File: src/rtl/t05_hdecode.sv
`default_nettype none
// ============================================================================
// Module   : t05_hdecode
// Purpose  : Huffman tree walker for the decompression path. Fetches tree
//            nodes from SRAM, consumes the compressed stream one bit at a
//            time and emits one 8-bit character for each leaf it reaches.
// Ports    :
//   clk, rst_n            clock; reset is asynchronous and active-high
//   start                 begin a decode (accepted in IDLE, DONE or ERR)
//   root_idx, total_chars root node index and character count, latched on start
//   bit_in/valid/ready    compressed bit stream (0 = left, 1 = right)
//   rd_req, rd_addr       one-cycle SRAM read request and node index
//   rd_data, read_complete  node {idx, left, right, sum} and its strobe
//   char_out/valid/ready  decoded character stream
//   done, err             decode finished / malformed tree, held until start
// Revision : 1.0  initial release
// ============================================================================
module t05_hdecode #(
    parameter int CNT_W = 32
) (
    input  logic             clk,
    input  logic             rst_n,
    input  logic             start,
    input  logic [6:0]       root_idx,
    input  logic [CNT_W-1:0] total_chars,
    input  logic             bit_in,
    input  logic             bit_valid,
    output logic             bit_ready,
    output logic             rd_req,
    output logic [6:0]       rd_addr,
    input  logic [70:0]      rd_data,
    input  logic             read_complete,
    output logic [7:0]       char_out,
    output logic             char_valid,
    input  logic             char_ready,
    output logic             done,
    output logic             err
);

    typedef enum logic [3:0] {
        S_IDLE      = 4'd0,
        S_ROOT_RD   = 4'd1,
        S_ROOT_WAIT = 4'd2,
        S_BIT       = 4'd3,
        S_NODE_RD   = 4'd4,
        S_NODE_WAIT = 4'd5,
        S_EMIT      = 4'd6,
        S_DONE      = 4'd7,
        S_ERR       = 4'd8
    } state_t;

    localparam logic [8:0] C_NULL_CHILD = 9'h180;

    state_t           state_q,      state_d;
    logic [6:0]       addr_q,       addr_d;       // index of the node being fetched
    logic [CNT_W-1:0] total_q,      total_d;
    logic [CNT_W-1:0] count_q,      count_d;
    logic [8:0]       root_l_q,     root_l_d;     // cached root children
    logic [8:0]       root_r_q,     root_r_d;
    logic [8:0]       cur_l_q,      cur_l_d;      // children of the current node
    logic [8:0]       cur_r_q,      cur_r_d;
    logic [7:0]       char_q,       char_d;
    logic             bit_ready_q,  bit_ready_d;
    logic             char_valid_q, char_valid_d;
    logic             rd_req_q,     rd_req_d;
    logic             done_q,       done_d;
    logic             err_q,        err_d;

    logic [8:0]       child;

    // The sum field is carried in the node format but plays no part in decoding.
    logic             unused_sum;
    assign unused_sum = ^rd_data[45:0];

    always_comb begin
        state_d  = state_q;
        addr_d   = addr_q;
        total_d  = total_q;
        count_d  = count_q;
        root_l_d = root_l_q;
        root_r_d = root_r_q;
        cur_l_d  = cur_l_q;
        cur_r_d  = cur_r_q;
        char_d   = char_q;
        child    = bit_in ? cur_r_q : cur_l_q;

        case (state_q)
            S_IDLE, S_DONE, S_ERR: begin
                if (start) begin
                    addr_d  = root_idx;
                    total_d = total_chars;
                    count_d = '0;
                    state_d = (total_chars == '0) ? S_DONE : S_ROOT_RD;
                end
            end
            S_ROOT_RD: state_d = S_ROOT_WAIT;
            S_ROOT_WAIT: begin
                if (read_complete) begin
                    if (rd_data[70:64] != addr_q) begin
                        state_d = S_ERR;
                    end else begin
                        root_l_d = rd_data[63:55];
                        root_r_d = rd_data[54:46];
                        cur_l_d  = rd_data[63:55];
                        cur_r_d  = rd_data[54:46];
                        state_d  = S_BIT;
                    end
                end
            end
            S_BIT: begin
                if (bit_valid) begin
                    if (child == C_NULL_CHILD) begin
                        state_d = S_ERR;
                    end else if (!child[8]) begin
                        char_d  = child[7:0];
                        state_d = S_EMIT;
                    end else begin
                        addr_d  = child[6:0];
                        state_d = S_NODE_RD;
                    end
                end
            end
            S_NODE_RD: state_d = S_NODE_WAIT;
            S_NODE_WAIT: begin
                if (read_complete) begin
                    if (rd_data[70:64] != addr_q) begin
                        state_d = S_ERR;
                    end else begin
                        cur_l_d = rd_data[63:55];
                        cur_r_d = rd_data[54:46];
                        state_d = S_BIT;
                    end
                end
            end
            S_EMIT: begin
                if (char_ready) begin
                    count_d = count_q + 1'b1;
                    if (count_d == total_q) begin
                        state_d = S_DONE;
                    end else begin
                        // Restart the walk from the cached root; no SRAM re-read.
                        cur_l_d = root_l_q;
                        cur_r_d = root_r_q;
                        state_d = S_BIT;
                    end
                end
            end
            default: state_d = S_IDLE;
        endcase

        // Handshake and status outputs are flopped decodes of the next state,
        // so they are glitch-free and bit_ready/char_valid stay exclusive.
        bit_ready_d  = (state_d == S_BIT);
        char_valid_d = (state_d == S_EMIT);
        rd_req_d     = (state_d == S_ROOT_RD) || (state_d == S_NODE_RD);
        done_d       = (state_d == S_DONE);
        err_d        = (state_d == S_ERR);
    end

    always_ff @(posedge clk or posedge rst_n) begin
        if (rst_n) begin
            state_q      <= S_IDLE;
            addr_q       <= '0;
            total_q      <= '0;
            count_q      <= '0;
            root_l_q     <= '0;
            root_r_q     <= '0;
            cur_l_q      <= '0;
            cur_r_q      <= '0;
            char_q       <= '0;
            bit_ready_q  <= 1'b0;
            char_valid_q <= 1'b0;
            rd_req_q     <= 1'b0;
            done_q       <= 1'b0;
            err_q        <= 1'b0;
        end else begin
            state_q      <= state_d;
            addr_q       <= addr_d;
            total_q      <= total_d;
            count_q      <= count_d;
            root_l_q     <= root_l_d;
            root_r_q     <= root_r_d;
            cur_l_q      <= cur_l_d;
            cur_r_q      <= cur_r_d;
            char_q       <= char_d;
            bit_ready_q  <= bit_ready_d;
            char_valid_q <= char_valid_d;
            rd_req_q     <= rd_req_d;
            done_q       <= done_d;
            err_q        <= err_d;
        end
    end

    assign bit_ready  = bit_ready_q;
    assign char_valid = char_valid_q;
    assign rd_req     = rd_req_q;
    assign rd_addr    = addr_q;
    assign char_out   = char_q;
    assign done       = done_q;
    assign err        = err_q;

endmodule
`default_nettype wire

File: config.mk
export PLATFORM = sky130hd
export DESIGN_NAME = t05_hdecode
export DESIGN_NICKNAME = d
export VERILOG_FILES = /design/src/rtl/t05_hdecode.sv
export SDC_FILE = /design/constraint.sdc
export NUM_CORES = 1
export LEC_CHECK = 0
export CAP_MARGIN = 20
export CELL_PAD_IN_SITES_DETAIL_PLACEMENT = 0
export CELL_PAD_IN_SITES_GLOBAL_PLACEMENT = 1
export CORE_ASPECT_RATIO = 0.6
export CORE_UTILIZATION = 35
export DETAILED_ROUTE_END_ITERATION = 8
export GPL_TIMING_DRIVEN = 0
export PLACE_DENSITY_LB_ADDON = 0.1
export SLEW_MARGIN = 20
export SYNTH_ARGS = -nofsm -noshare
export SYNTH_HDL_FRONTEND = slang
export SYNTH_SLANG_ARGS = --single-unit
export TNS_END_PERCENT = 20
File: constraint.sdc
create_clock -name clk -period 4.3 [get_ports clk]
set_clock_uncertainty 0.05 [all_clocks]
set_input_delay 0.43 -clock clk [delete_from_list [all_inputs] [get_ports clk]]
set_output_delay 0.43 -clock clk [all_outputs]
set_load 0.01 [all_outputs]
==> qor.yml <==
yosys:
  synth_area_per_cell_um2: 10.1
  synth_edf_count: 0
  synthCells: 699
  syn_nets: 817
  synth_seq_cells: 124
  ys_warn_count: 0
  synthesis.area_mm2: 0.00707
  synthFlopType: "dfrtp_1"
  async_reset_ff_frac: 1.00
  ys_types: 65
  ys_seq_area_frac: 0.439
clock_network:
  cts_buffers: 17
  cts_setup_buffers: 0
  clkLatencyLatePin_ns: 0.43
  cts_hold_buf: 0
  cts.sinks: 124
  cts_buffer_depth: 2
  cts_root_buffer: "clkbuf_16"
  htree_levels: 4
  clk_pin_slew_ns: 0.06
  ctsResizeCount: 0
  cts_tree: "built"
setup_path:
  crit_path_end_kind: "flip-flop"
  start_kind: "flip-flop"
  path_max_fanout: 10
  critical_path_required_ns: 4.53
  crit_type: "flip-flop to flip-flop"
  cp_data_arrival_time_ns: 3.89
run_status:
  run_status: "finished, final reports clean"
sta:
  relSlewSlack: 0.441
  clock.fmax_ghz: 0.273
  hold_ws_ns: 0.359
  setup_slack_ns: 0.636
  rsz0062_at_grt: "no"
  fin_crit_sh: 0.852
  finalHoldViolations: 0
  max_slew.worst_pin.slew_ns: 0.833
  fin_crit_ns: 3.66
  slew_viol_final: 0
  finalSetupViolCount: 0
placement:
  place.gp.congestion: 0.846
  pre_cts_ws_ns: 0.678
  dp_hpwl_um: 16400
  place.port_buffers: 90
  placed_area_mm2: 0.00835
final_layout:
  final_nets: 928
  diodes: 0
  drive_gt1_frac: 0.175
  area_growth_pct: 27.5
  fin_area_mm2: 0.00901
floorplan:
  fp.dieW_um: 186
  die_area_mm2: 0.0208
  die_h_um: 112
  initial_core_util: 0.364
  core_area_mm2: 0.0194
  num_rows: 39
  ios: 137
run:
  cap_violations: 0
grt:
  grt_use_total: 0.223
  grt_max_degree: 78
  antenna_found_initial: 0
  grt_overflow_total: 0
  grt_first_pass_wirelength_um: 34300
  grt_pass1_vias: 5815
drt:
  ant_nets: 0
  drt_iter0_drc: 550
  wire_per_inst_um: 20.2
  drc: 0
  drt_pass1_iterations: 5
  vias_per_cell: 5.58
  wl_um: 22000
  vias: 6076
power_and_ir_drop:
  finalPower_mw: 5.35
  leakagePower_nw: 3.77
  power.density_mw_per_mm2: 594
  vdd.ir_drop.worst_uv: 357
min_path:
  hp-class: "primary input to asynchronous set/reset pin"
[per-layer routing]
layer	up-vias	GRT usage	part of all wire
li1	2823	-	-
met1	3027	0.364	0.55
met2	210	0.284	0.38
met3	16	0.0496	0.066
met4	0	0.0556	0.0088
met5	-	0	0
[cells by family after synthesis]
group                      synth area share
buffers and inverters                0.0364
adders and majority gates           0.00177
AOI/OAI and AO/OA                     0.147
DFF                                   0.439
and+or+nand+nor                       0.186
muxes                                 0.129
xor gates and xnor gates             0.0607
[report_power, final]
| part | internal (mW) | total [mW] | switching (mW) |
|---|---|---|---|
| registers | 1.55 | 1.89 | 0.346 |
| clock network | 1.05 | 1.62 | 0.570 |
| logic | 0.878 | 1.84 | 0.965 |
[state kept, by name (all words and copies together), names as in the netlist]
| register | count |
|---|---|
| count_q | 32 |
| total_q | 32 |
| cur_l_q | 9 |
| cur_r_q | 9 |
| root_l_q | 9 |
| root_r_q | 9 |
| char_out | 8 |
| rd_addr | 7 |
| state_q | 4 |
| bit_ready | 1 |
| char_valid | 1 |
| done | 1 |
| err | 1 |
| rd_req | 1 |
[path summary, 6_finish.rpt]
| kind | from | endpoint | slack [ns] | depth (start not counted) |
|---|---|---|---|---|
| worst max-delay path | count_q[0] | cur_r_q[4] | 0.64 | 11 |
| worst min-delay path | rst_n | total_q[1] | 0.36 | 2 |
| worst max register to register | count_q[0] | cur_r_q[4] | 0.64 | 11 |
| worst min register to register | char_out[6] | char_out[6] | 0.43 | 2 |
| max in group asynchronous | rst_n | rd_req | 3.11 | 3 |
| min in group clk | char_out[6] | char_out[6] | 0.43 | 2 |
[synth_stat cells (all sizes together) (2+ instances only)]
cell | n | area share
or2 | 2 | 0.0018
a22oi | 2 | 0.0021
xnor2 | 29 | 0.036
o41ai | 3 | 0.0037
nor3b | 2 | 0.0028
clkbuf | 25 | 0.013
mux2i | 27 | 0.038
inv | 6 | 0.0032
nor3 | 11 | 0.010
nand2 | 58 | 0.031
o21ai | 57 | 0.040
a31oi | 28 | 0.025
a22o | 2 | 0.0025
and3 | 11 | 0.0097
or3 | 4 | 0.0035
nor2 | 36 | 0.019
nand3b | 2 | 0.0021
a211oi | 4 | 0.0042
nor4 | 21 | 0.025
and2 | 9 | 0.0080
o31ai | 14 | 0.016
a21o | 2 | 0.0021
mux2 | 57 | 0.091
nand4b | 4 | 0.0050
or4 | 4 | 0.0053
o22ai | 2 | 0.0018
buf | 18 | 0.020
dfrtp | 124 | 0.44
o2111ai | 2 | 0.0025
and4 | 5 | 0.0069
nand3 | 25 | 0.019
a21oi | 40 | 0.035
nor2b | 7 | 0.0062
nand2b | 5 | 0.0044
xor2 | 20 | 0.025
nand4 | 18 | 0.021
a2111oi | 3 | 0.0073
[final cells by class]
cell class	instances	area, um2
Inverter	6	30.0
Multi-Input combinational cell	526	3720
Tap cell	266	333
Sequential cell	124	3100
Clock buffer	19	443
Buffer	43	235
Clock inverter	13	213
Fill cell	1867	10400
Timing Repair Buffer	92	936
[stage by stage]
stage | utilization | std cells | setup TNS, ns
final | 0.464 | 1089 | 0
after global routing | 0.464 | 1089 | 0
after CTS | 0.463 | 1088 | 0
after detailed placement | 0.430 | 1056 | 0
after global placement | 0.428 | 1055 | -177.50
after floorplan | - | 699 | 0
[layout by cell type, fill, tap and decap left out, drive strengths merged, types with 3 or more instances in the layout]
master         netlist  routed
buf                 18      20
xnor2               29      29
clkinv               0       3
or3                  4       4
mux2i               27      27
a2111oi              3       3
or4                  4       4
a31oi               28      28
clkinvlp             0       3
xor2                20      20
nand2               58      58
o41ai                3       3
nor4                21      21
o31ai               14      14
clkbuf              25      44
nand4b               4       4
nand4               18      18
and3                11      11
and4                 5       5
nor2                36      36
inv                  6       8
mux2                57      57
nor2b                7       7
a211oi               4       4
clkdlybuf4s50        0      90
o21ai               57      57
nand3               25      25
and2                 9       9
bufinv               0       5
a21oi               40      40
nor3                11      11
nand2b               5       5
dfrtp              124     124
[worst max-delay path, cell delays in order (launching register included)]
cell and delay [ns]:
dfrtp_1 0.48, ha_1 0.33, and3_1 0.18, clkbuf_1 0.37, nand3_1 0.31, o31ai_1 0.37
nand3b_1 0.13, nor4_1 0.48, nand4_4 0.35, buf_6 0.27, a21oi_2 0.14, a31oi_1 0.05
(Power assumes the default switching activity.)
